## config.mk

```make
export PLATFORM = sky130hd
export DESIGN_NAME = bus_slot_master
export DESIGN_NICKNAME = d
export VERILOG_FILES = /design/src/rtl/bus_slot_master.sv
export SDC_FILE = /design/constraint.sdc
export NUM_CORES = 1
export LEC_CHECK = 0
export ABC_CLOCK_PERIOD_IN_PS = 2200
export CELL_PAD_IN_SITES_DETAIL_PLACEMENT = 1
export CELL_PAD_IN_SITES_GLOBAL_PLACEMENT = 2
export CORE_MARGIN = 1.5
export CORE_UTILIZATION = 32
export DETAILED_ROUTE_END_ITERATION = 16
export GPL_TIMING_DRIVEN = 0
export PLACE_DENSITY_LB_ADDON = 0.1
export REMOVE_ABC_BUFFERS = 1
export SLEW_MARGIN = 0
export SYNTH_ARGS = -nofsm -noshare
export SYNTH_HDL_FRONTEND = slang
export SYNTH_SLANG_ARGS = --single-unit
```

## constraint.sdc

```tcl
create_clock -name clk_16_i -period 2.2 [get_ports clk_16_i]
set_input_delay 0.33 -clock clk_16_i [delete_from_list [all_inputs] [get_ports clk_16_i]]
set_output_delay 0.33 -clock clk_16_i [all_outputs]
set_load 0.05 [all_outputs]
```

## src/rtl/bus_slot_master.sv

```systemverilog
`timescale 1ns/1ps
// Bus slot master: queues one RAM read/write and runs it in the next full
// 2-cycle SPI ownership slot, driving registered address, data and strobes.
module bus_slot_master #(
  parameter int unsigned AW = 17,
  parameter int unsigned DW = 8
) (
  input  logic          clk_16_i,
  input  logic          rst_ni,
  input  logic          spi_enable_i,
  input  logic          req_i,
  input  logic          rw_i,
  input  logic [AW-1:0] addr_i,
  input  logic [DW-1:0] wr_data_i,
  output logic          ready_o,
  output logic          done_o,
  output logic [DW-1:0] rd_data_o,
  output logic [AW-1:0] bus_addr_o,
  output logic [DW-1:0] bus_data_o,
  output logic          bus_data_oe_o,
  input  logic [DW-1:0] bus_data_i,
  output logic          ram_oe_no,
  output logic          ram_we_no
);

  typedef enum logic [1:0] {
    IDLE      = 2'd0,
    WAIT_SLOT = 2'd1,
    ACCESS0   = 2'd2,
    ACCESS1   = 2'd3
  } state_t;

  state_t          r_state;
  state_t          w_state;
  logic            r_spi_en_q;
  logic            r_rw;
  logic [AW-1:0]   r_addr;
  logic [DW-1:0]   r_wdata;
  logic            r_ready;
  logic            r_done;
  logic            r_oe_n;
  logic            r_we_n;
  logic            r_data_oe;
  logic [AW-1:0]   r_bus_addr;
  logic [DW-1:0]   r_bus_data;
  logic [DW-1:0]   r_rd_data;

  logic            w_slot_start;
  logic            w_strobe;
  logic            w_rw;
  logic [AW-1:0]   w_addr;
  logic [DW-1:0]   w_wdata;
  logic            w_done;
  logic            w_oe_n;
  logic            w_we_n;
  logic            w_data_oe;
  logic [AW-1:0]   w_bus_addr;
  logic [DW-1:0]   w_bus_data;
  logic [DW-1:0]   w_rd_data;

  // Only a fresh rising slot counts; a slot already under way is skipped.
  assign w_slot_start = spi_enable_i & ~r_spi_en_q;

  // Next-state and next-output logic
  always_comb begin
    w_state    = r_state;
    w_rw       = r_rw;
    w_addr     = r_addr;
    w_wdata    = r_wdata;
    w_done     = 1'b0;
    w_strobe   = 1'b0;
    w_oe_n     = 1'b1;
    w_we_n     = 1'b1;
    w_data_oe  = 1'b0;
    w_bus_addr = r_bus_addr;
    w_bus_data = r_bus_data;
    w_rd_data  = r_rd_data;

    case (r_state)
      IDLE: begin
        if (req_i) begin
          w_rw    = rw_i;
          w_addr  = addr_i;
          w_wdata = wr_data_i;
          w_state = WAIT_SLOT;
        end
      end
      WAIT_SLOT: begin
        if (w_slot_start) begin
          w_state  = ACCESS0;
          w_strobe = 1'b1;
        end
      end
      ACCESS0: begin
        w_state  = ACCESS1;
        w_strobe = 1'b1;
      end
      ACCESS1: begin
        w_state = IDLE;
        w_done  = 1'b1;
        if (r_rw) begin
          w_rd_data = bus_data_i;
        end
      end
      default: w_state = IDLE;
    endcase

    if (w_strobe) begin
      w_bus_addr = r_addr;
      if (r_rw) begin
        w_oe_n = 1'b0;
      end else begin
        w_we_n     = 1'b0;
        w_data_oe  = 1'b1;
        w_bus_data = r_wdata;
      end
    end
  end

  // State and registered outputs; reset drops strobes without a clock.
  always_ff @(posedge clk_16_i or negedge rst_ni) begin
    if (!rst_ni) begin
      r_state    <= IDLE;
      r_spi_en_q <= 1'b1;
      r_rw       <= 1'b0;
      r_addr     <= '0;
      r_wdata    <= '0;
      r_ready    <= 1'b1;
      r_done     <= 1'b0;
      r_oe_n     <= 1'b1;
      r_we_n     <= 1'b1;
      r_data_oe  <= 1'b0;
      r_bus_addr <= '0;
      r_bus_data <= '0;
      r_rd_data  <= '0;
    end else begin
      r_state    <= w_state;
      r_spi_en_q <= spi_enable_i;
      r_rw       <= w_rw;
      r_addr     <= w_addr;
      r_wdata    <= w_wdata;
      r_ready    <= (w_state == IDLE);
      r_done     <= w_done;
      r_oe_n     <= w_oe_n;
      r_we_n     <= w_we_n;
      r_data_oe  <= w_data_oe;
      r_bus_addr <= w_bus_addr;
      r_bus_data <= w_bus_data;
      r_rd_data  <= w_rd_data;
    end
  end

  assign ready_o       = r_ready;
  assign done_o        = r_done;
  assign rd_data_o     = r_rd_data;
  assign bus_addr_o    = r_bus_addr;
  assign bus_data_o    = r_bus_data;
  assign bus_data_oe_o = r_data_oe;
  assign ram_oe_no     = r_oe_n;
  assign ram_we_no     = r_we_n;

endmodule

```

# == Yosys cells after proc, flatten, opt, wreduce, memory -nomap -nowiden ==
# Index checks and enable logic that the tools add are counted.
# word_totals
regBits,67
# classes
n_mux,11
n_bitwise,3
n_reduce_logical,5
eq_ne,3
# op_table
operator,count
2-bit one-hot mux with 4 select lines,1
1-bit two-way mux,7
2-bit AND reduction,3
"2-bit == test, second input constant",2
2-bit zero test,2
2-bit two-way mux,2
"2-bit by 1-bit == test with 1-bit output, second input constant",1
1-bit inverter,2
1-bit one-hot mux with 2 select lines,1
1-bit bitwise AND,1

# == Logic depth before layout (Yosys ltp) ==
# Gate-level depths: netlist of run 1.
# logic_depth
word_depth,5
mapped_depth,6

# == Worst setup path before layout of run 1 ==
# No wires, ideal clock.
# synth_path
kind,flip-flop to flip-flop
from,reg r_state[0]
to,"reg r_bus_addr[10], in the netlist bus_addr_o[10]"
path_buffers,1
arrival_ns,1.598
path_slack_ns,0.477
path_stages_with_launch,7
setup_time_ns,0.125
path_cell_list,dfrtp_1 > inv_1 > ha_1 > nand4b_4 > nand2_2 > clkbuf_8 > mux2_2
# synth_between
elab_chain_cells,2
elab_cells_between_ends,3
classes_between,eq/ne: 2; mux: 1
# synth_lines
item,line,text
"start, declared",33,state_t r_state;
"start signal, assigned",137,r_state <= w_state;
2-bit == test or 2-bit by 1-bit == test with 1-bit output (tied branches),79,case (r_state)
1-bit one-hot mux with 2 select lines *,79,
"end signal, assigned",147,r_bus_addr <= w_bus_addr;
"end, declared",44,logic [AW-1:0] r_bus_addr;
# Mark *: on every way between the ends. The rest lies on a longest branch, timed or not.
# A chain may end at the register's enable or synchronous reset.

# == Final worst setup path of run 1 ==
# layout_path
from,"reg r_oe_n, in the netlist ram_oe_no"
to,out ram_oe_no
# layout_rtl
item,line,text
"start, declared",41,logic r_oe_n;
"start signal, assigned",144,r_oe_n <= w_oe_n;
"end, declared",22,"output logic ram_oe_no,"
# No word-level cell between the ends.

==> results of run 1 <==
registers in the layout, summed over array words and instances (netlist names):
| signal | count |
|---|---|
| r_spi_en_q | 1 |
| r_state | 2 |
| rd_data_o | 8 |
| r_rw | 1 |
| bus_addr_o | 17 |
| ram_oe_no | 1 |
| r_wdata | 8 |
| r_addr | 17 |
| done_o | 1 |
| ram_we_no | 1 |
| bus_data_oe_o | 1 |
| ready_o | 1 |
| bus_data_o | 8 |
where the power goes:
group	switching (W)	leakage (nW)	internal, W
clock network	0.000475	0.112	0.000704
registers	0.000307	0.793	0.00186
logic	0.00191	0.633	0.00132
total	0.00269	1.54	0.00389
final timing paths:
kind                             from            end  slack (ps)  cells past startpoint
setup / recovery            ram_oe_no      ram_oe_no         200                      1
hold / removal                 rst_ni     r_wdata[6]          80                      1
setup reg to reg           r_state[0]  bus_addr_o[0]         240                      5
hold reg to reg             r_addr[6]  bus_addr_o[6]         500                      1
max in group asynchronous      rst_ni   rd_data_o[5]        1540                      1
min in group clk_16_i       r_addr[6]  bus_addr_o[6]         500                      1
cell families (layout without fill, tap and decap cells):
group | Yosys count | count (layout)
muxes | 59 | 59
DFF | 67 | 67
adders and majority gates | 5 | 5
AOI/OAI and AO/OA | 5 | 5
and+or+nand+nor | 11 | 11
buffers and inverters | 7 | 95
routing by layer:
layer / vias up / track usage (%)
li1: 708 / -
met1: 807 / 15.6
met2: 54 / 25.6
met3: 11 / 3.86
met4: 0 / 7.31
met5: - / 0
stage by stage:
| step | TNS [ps] | worst slack [ps] | hold WS (ps) | util (%) | power [W] |
|---|---|---|---|---|---|
| final | 0 | 200 | 77.2 | 47.3 | 0.00658 |
| after global placement | -84740 | -1270 | 478 | 44.2 | 0.00531 |
| after detailed placement | -3300 | -144 | 492 | 44.2 | 0.00547 |
| after global routing | 0 | 89.2 | 137 | 47.3 | 0.00695 |
| after floorplan | 0 | 459 | 34.4 | - | 0.00435 |
| after CTS | 0 | 174 | 121 | 47.3 | 0.00670 |
area by class of cell:
cell class	instances	area [um^2]
clock buffer	11	151
timing repair buffer	75	748
sequential	67	1680
clock inverter	5	83.8
multi-input combinational	80	846
inverter	4	15.0
fill	761	4070
tap	102	128
synth_stat cells, drive strengths merged (2+ instances only):
master,number
dfrtp,63
mux2,59
nand2,6
ha,5
dfstp,4
inv,4
buf,2
o21ai,2
==> run_results.csv, run 1 <==
group,metric,value,unit
finish,area_growth,42.5,%
floorplan,core_area,7730,um^2
worst_setup_path,cp-start-kind,"flop",
timing,rsz0062_at_grt,"false",
floorplan,initial_core_util,33.2,%
synth,synthMuxAreaShare,25.9,%
routing,drc_errors,0,
routing,met1_length,2130,um
timing,setup_viol,0,
finish,final_cells,344,
placed_design,globalplace.congestion,0.669,
routing,drtPass1Iterations,4,
routing,viasPerCell,4.59,
clocking,hold_buffers,0,
grt,globalRouteTotalUtil,14.4,%
timing,finalHoldViolCount,0,
placed_design,dp_hpwl,3790,um
worst_setup_path,endpoint_kind,"primary output",
grt,grt_pass1_vias,1825,
synth,synth_edf_count,0,
routing,wire_per_inst,16.2,um
timing,tightestPinTransition,849,ps
timing,post-route-period-util,90.9,%
placed_design,dpl_cell_area,3420,um^2
finish,final_area,3650,um^2
routing,routed.top_layer,"met4",
finish,finalNetCount,280,
clocking,clkTransAtPathRegs,80,ps
grt,grt_max_degree,68,
worst_setup_path,arrival,1670,ps
timing,fmax,0.500,GHz
finish,final_common_cell,"clkdlybuf4s50_1",
worst_setup_path,slowest_stage,"clkdlybuf4s50_1",
synth,synth-simple-area-share,2.93,%
floorplan,die_area,8560,um^2
synth,synth-seq-area-share,65.6,%
flow_run,maxCapViolCount,0,
worst_setup_path,crit_chain,"clkdlybuf4s50_1",
clocking,clock_latency,340,ps
synth,synthesis.area,2560,um^2
finish,antenna_cells,0,
worst_setup_path,cpPeakStageDelay,810,ps
timing,fin_crit,2000,ps
synth,ys_ff_latch,67,
grt,grt_pass1_wl,9230,um
clocking,post_cts_buffers,0,
synth,synthAdderAreaFrac,2.44,%
synth,synth_xor_xnor_area_share,0,%
routing,num_vias,1580,
synth,synth_compound_gate_area_share,1.61,%
worst_setup_path,cp_num_buf_inv,1,
synth,syn_inst,154,
timing,relSlewSlack,43.4,%
worst_setup_path,cp_max_fo,1,
grt,grt_overflow,0,
synth,syn_avg_cell_area,16.6,um^2
routing,dr_wl_met2,3000,um
synth,yosys.area.top_type,"dfrtp_1",
worst_hold_path,min_path_type,"input pin to asynchronous set/reset pin",
synth,synthFlopType,"dfrtp_1",
placed_design,port_buffers,75,
synth,synth_area_leaders,"dfrtp_1 61%, mux2_2 26%, dfstp_2 4.1%",
routing,wl_met3,337,um
floorplan,die_x,92.5,um
worst_setup_path,cp_top_family,"buffers and inverters",
routing,initialDrtViolationCount,38,
floorplan,rows,32,
clocking,htree_levels,3,
synth,synth_top_family_by_area,"multiplexers",
finish,drive_gt1_share,34.7,%
worst_setup_path,critPathKind,"flop to primary output",
floorplan,io_pins,76,
timing,skew,8.04,ps
clocking,cts.sinks,67,
clocking,cts_buffer_depth,2,
finish,final_cell_mix,"74 x clkdlybuf4s50_1, 63 x dfrtp_1, 59 x mux2_2",
clocking,ctsRootBufferMaster,"clkbuf_8",
power,max-vdd-ir-drop,0.854,mV
clocking,cts-buffers-inserted,9,
worst_setup_path,cp.required,1870,ps
synth,async_reset_ff_share,100,%
power,leakage,1.54,nW
synth,yosysUniqueCellTypes,18,
clocking,post_cts_resized,1,
timing,drv_slew,0,
routing,final_antenna_net_count,0,
synth,synth_top_cell_area_share,61.5,%
synth,yosys_warnings,0,
power,p_per_area,1800,nW/um^2
routing,wl,5590,um
outcome,status,"finished clean",
clocking,cts_tree,"built",
grt,antenna_found_initial,0,
placed_design,dp.cells,328,
floorplan,die_y,92.5,um
Power figures use the tool's default switching activity.
==> inputs of run 2 (changes only) <==
- CAP_MARGIN: unset -> 20
- CORE_ASPECT_RATIO: unset -> 0.8
==> run 2 against run 1 <==
The flow now finishes with violations (negative hold slack). Flip-flop and latch count is the same. Global-route usage decreased by 0.21 points. Worst setup slack worse by 30 ps. First-iteration DRC count fell by 39%. Total power fell by 2.6%. Critical endpoint is now r_addr[4]. Largest power group unchanged. Highest routed layer unchanged.
==> run_results.csv, run 2 (synthesized netlist as in run 1, its figures left out) <==
group,metric,value,unit
power,netSwitchingPower,0.00266,W
timing,drv_slew,0,
clocking,cts.sinks,67,
finish,antenna_cells,0,
power,pwr-share-comb,50.5,%
placed_design,dp_hpwl,4030,um
power,swShare,41.5,%
floorplan,core_area,7570,um^2
routing,num_vias,1548,
floorplan,die_area,8560,um^2
clocking,clock_latency,330,ps
power,max-vdd-ir-drop,0.680,mV
power,leakage,1.54,nW
routing,final_antenna_net_count,0,
outcome,violations,"negative hold slack",
floorplan,io_pins,76,
grt,grt_max_degree,44,
floorplan,rows,28,
timing,skew,6.03,ps
routing,drc_errors,0,
clocking,post_cts_buffers,0,
power,p_per_area,1760,nW/um^2
placed_design,port_buffers,75,
clocking,post_cts_resized,0,
timing,tightestPinTransition,702,ps
worst_setup_path,r2r-end,"r_addr[4]",
timing,hold_ws,-8.70,ps
worst_setup_path,crit_chain,"inv_1, ha_1, nand2_1, buf_8, mux2_2",
timing,fin_ws,169,ps
worst_setup_path,worstRegToRegCells,5,
clocking,clkTransAtPathRegs,70,ps
clocking,cts-buffers-inserted,9,
worst_setup_path,critPathKind,"flop to flop",
power,p_int,0.00375,W
grt,grt_overflow,0,
timing,relSlewSlack,53.1,%
worst_setup_path,cpPeakStageDelay,530,ps
worst_setup_path,cp-start-kind,"flop",
worst_setup_path,r2r_slack,170,ps
finish,final_cell_mix,"74 x clkdlybuf4s50_1, 63 x dfrtp_1, 59 x mux2_2",
timing,finalHoldViolCount,19,
finish,final_common_cell,"clkdlybuf4s50_1",
flow_run,maxCapViolCount,0,
floorplan,die_y,83.1,um
finish,final_util,48.2,%
grt,antenna_found_initial,0,
clocking,cts_buffer_depth,2,
worst_setup_path,endpoint_kind,"flop",
placed_design,globalplace.congestion,0.691,
worst_setup_path,slowest_stage,"nand2_1",
timing,setup_viol,0,
outcome,status,"complete, but fails checks",
finish,area_growth,42.2,%
worst_setup_path,cp_max_fo,14,
floorplan,die_x,103,um
timing,rsz0062_at_grt,"false",
worst_setup_path,cp_num_buf_inv,2,
power,pwr-share-clk,15.5,%
worst_setup_path,arrival,2240,ps
worst_hold_path,min_path_type,"input pin to asynchronous set/reset pin",
placed_design,dp_slack,120,ps
grt,grt_pass1_wl,9010,um
timing,post-route-period-util,92.3,%
timing,fin_crit,2030,ps
power,finalPower,0.00641,W
grt,grt_pass1_vias,1778,
power,p_seq_share,34.0,%
routing,initialDrtViolationCount,23,
worst_setup_path,cp.required,2410,ps
clocking,hold_buffers,0,
timing,fmax,0.492,GHz
worst_setup_path,cp_top_family,"simple AND/OR/NAND/NOR gates",
routing,wl,5520,um
clocking,ctsRootBufferMaster,"clkbuf_8",
clocking,htree_levels,3,
worst_setup_path,worstReg2RegStart,"r_state[0]",
finish,finalNetCount,282,
clocking,cts_tree,"built",
floorplan,initial_core_util,33.9,%
grt,globalRouteTotalUtil,14.2,%
timing,fin_tns_setup,0,ps
routing,viasPerCell,4.44,
routing,wire_per_inst,15.8,um
routing,drtPass1Iterations,4,
finish,drive_gt1_share,34.4,%
[run 2: how the worst max path moves through the flow]
stage | from | end | slack, ps | cells after the start
after detailed placement | req_i | r_addr[2] | 120 | 4
after global placement | rst_ni | bus_addr_o[10] | -1230 | 1
after floorplan | r_state[0] | r_addr[0] | 460 | 4
final | r_state[0] | r_addr[4] | 170 | 5
after global routing | r_state[0] | r_addr[4] | 20 | 5
after CTS | r_state[0] | r_addr[4] | 130 | 5
[run 2: cell type report]
cell class	count	area, um^2
inverter	4	15.0
tap	105	131
timing repair buffer	77	781
clock buffer	11	141
multi-input combinational	80	843
clock inverter	5	52.6
sequential	67	1680
fill	764	3920
[run 2: power groups by stage]
stage | registers [W] | logic (W) | clock network (W)
2_1_floorplan | 0.00334 | 0.00101 | 0
3_3_place_gp | 0.00215 | 0.00316 | 0
3_5_place_dp | 0.00221 | 0.00327 | 0
4_1_cts | 0.00219 | 0.00329 | 0.00104
5_1_grt | 0.00227 | 0.00341 | 0.00110
6_report | 0.00218 | 0.00324 | 0.000993
[run 2: routing by layer]
layer	routed length (um)	global-route usage [%]	up-vias
met4	39	5.28	0
met2	2820	24.1	53
met1	2260	15.6	781
met5	0	0	-
li1	-	-	710
met3	393	6.06	4
[run 2: through the flow]
stage	hold slack [ps]	area (um^2)	instances
floorplan	34.4	2540	151
global placement	480	3420	331
detailed placement	364	3450	333
CTS	1.19	3650	349
global route	11.6	3650	349
finish	-8.70	3650	349
==> inputs of run 3 (changes only) <==
- ABC_CLOCK_PERIOD_IN_PS: 2200 -> unset
- CORE_UTILIZATION: 32 -> 34
- SETUP_SLACK_MARGIN: unset -> 0.1
- clock period: 2.2 -> 2.6 ns (I/O delays scaled with it)
==> run 3 against run 2 <==
The run now ends clean. Non-clock buffer count unchanged. Flip-flop and latch count unchanged. Combinational power down 16%. Global-route usage up 0.29 points. Utilization up 1.7 points. Clock power down 3.3%. Sequential share of layout area down 0.33 points. Worst hold slack better by 120 ps. Routed wire length down 5.7%. Via count down 0.13%. Critical path depth down 4. Sequential power down 16%. Critical path type is now flop to primary output. Critical endpoint is now ram_oe_no.
==> run_results.csv, run 3 (synthesized netlist as in run 1, its figures left out) <==
group,metric,value,unit
finish,finalNetCount,282,
grt,grt_max_degree,38,
grt,globalRouteTotalUtil,14.5,%
floorplan,core_area,7360,um^2
routing,drtPass1Iterations,4,
timing,drv_slew,0,
finish,nFillCells,739,
timing,skew,3.08,ps
finish,seqCellArea,1680,um^2
routing,wl,5200,um
power,leakage,1.56,nW
power,pwr-share-comb,49.4,%
worst_setup_path,cp.depth,1,
worst_hold_path,min_path_type,"input pin to asynchronous set/reset pin",
clocking,cts_tree,"built",
power,max-vdd-ir-drop,0.649,mV
worst_setup_path,cpPeakStageDelay,820,ps
timing,post-route-period-util,79.0,%
worst_setup_path,slowest_stage,"clkdlybuf4s50_1",
floorplan,initial_core_util,34.8,%
finish,drive_gt1_share,34.8,%
placed_design,globalplace.congestion,0.700,
worst_setup_path,critPathKind,"flop to primary output",
timing,rsz0062_at_grt,"false",
clocking,clock_latency,330,ps
routing,wire_per_inst,15.6,um
worst_setup_path,cp.required,2210,ps
finish,final_cell_mix,"74 x clkdlybuf4s50_1, 63 x dfrtp_1, 59 x mux2_2",
floorplan,die_x,100,um
worst_setup_path,arrival,1660,ps
clocking,cts.sinks,67,
power,pwr-share-clk,17.4,%
routing,drc_errors,0,
grt,grt_pass1_vias,1682,
finish,final_common_cell,"clkdlybuf4s50_1",
worst_setup_path,crit_chain,"clkdlybuf4s50_1",
timing,relSlewSlack,51.4,%
power,netSwitchingPower,0.00224,W
finish,final_util,49.9,%
worst_setup_path,worstRegToRegCells,5,
placed_design,dp.cells,318,
timing,fin_crit,2050,ps
grt,grt.busiest_layer,"met2",
finish,area_growth,43.2,%
clocking,post_cts_buffers,0,
power,p_int,0.00329,W
floorplan,io_pins,76,
worst_setup_path,cp_max_fo,1,
timing,fmax,0.487,GHz
placed_design,port_buffers,75,
clocking,hold_buffers,0,
worst_setup_path,cp-start-kind,"flop",
worst_setup_path,endpoint_kind,"primary output",
finish,antenna_cells,0,
clocking,cts-buffers-inserted,9,
grt,antenna_found_initial,0,
floorplan,rows,28,
routing,final_antenna_net_count,0,
grt,grt_pass1_wl,8730,um
routing,viasPerCell,4.63,
power,p_per_area,1510,nW/um^2
outcome,status,"finished clean",
grt,grt_overflow,0,
finish,final_cells,334,
clocking,htree_levels,3,
grt,use_met2,23.3,%
routing,initialDrtViolationCount,42,
routing,num_vias,1546,
placed_design,dp_hpwl,3710,um
worst_setup_path,cp_num_buf_inv,1,
timing,tightestPinTransition,729,ps
power,finalPower,0.00553,W
worst_setup_path,r2r_slack,620,ps
clocking,post_cts_resized,0,
timing,finalHoldViolCount,0,
clocking,cts_buffer_depth,2,
worst_setup_path,cp_top_family,"buffers and inverters",
clocking,clkTransAtPathRegs,70,ps
grt,grt_use_met3,6.27,%
timing,setup_viol,0,
clocking,ctsRootBufferMaster,"clkbuf_8",
floorplan,die_y,80.7,um
finish,multi_input_comb_area,843,um^2
flow_run,maxCapViolCount,0,
grt,globalRouteMet1Util,18.0,%
power,swShare,40.5,%
power,p_seq_share,33.2,%
floorplan,die_area,8070,um^2
[run 3: cell count changes in the layout (fill, tap and decap cells not counted), sizes merged]
cell,delta
clkinvlp,+1
clkinv,-1
bufinv,+1
clkbuf,-1
[run 3: cell type report]
type / instances / area share, %
flip-flops and latches: 67 / 45.8
multi-input cells: 80 / 23.0
repair buffers: 77 / 21.6
inverters: 4 / 0.409
well taps: 90 / 3.07
clock buffers: 10 / 3.75
clock inverters: 6 / 2.42
[run 3: power by group through the flow]
| stage | clock [W] | combinational, W | sequential [W] |
|---|---|---|---|
| after floorplan | 0 | 0.000855 | 0.00283 |
| after CTS | 0.00101 | 0.00276 | 0.00185 |
| after global placement | 0 | 0.00267 | 0.00181 |
| after global routing | 0.00105 | 0.00287 | 0.00192 |
| after detailed placement | 0 | 0.00276 | 0.00186 |
| final | 0.000960 | 0.00273 | 0.00184 |
[run 3: stage by stage]
stage          setup TNS [ps]  cell area, um^2  hold slack, ps  setup slack [ps]
6_report                    0             3670             115               546
3_3_place_gp           -55510             3400             480              -873
5_1_grt                     0             3670             142               471
2_1_floorplan               0             2540            94.4               859
4_1_cts                     0             3670             116               516
3_5_place_dp                0             3450             484               517
[run 3: worst paths after layout]
| path | startpoint | endpoint |
|---|---|---|
| max | ram_oe_no | ram_oe_no |
| min in group clk_16_i | r_wdata[6] | bus_data_o[6] |
| min | rst_ni | r_state[1] |
| min reg2reg | r_wdata[6] | bus_data_o[6] |
| max in group asynchronous | rst_ni | bus_addr_o[15] |
| max reg2reg | r_state[0] | r_addr[6] |
[run 3: per-layer routing]
layer	share of wire, %	vias up
met5	0	-
met3	5.9	2
met2	49	49
li1	-	706
met4	0.35	0
met1	45	789
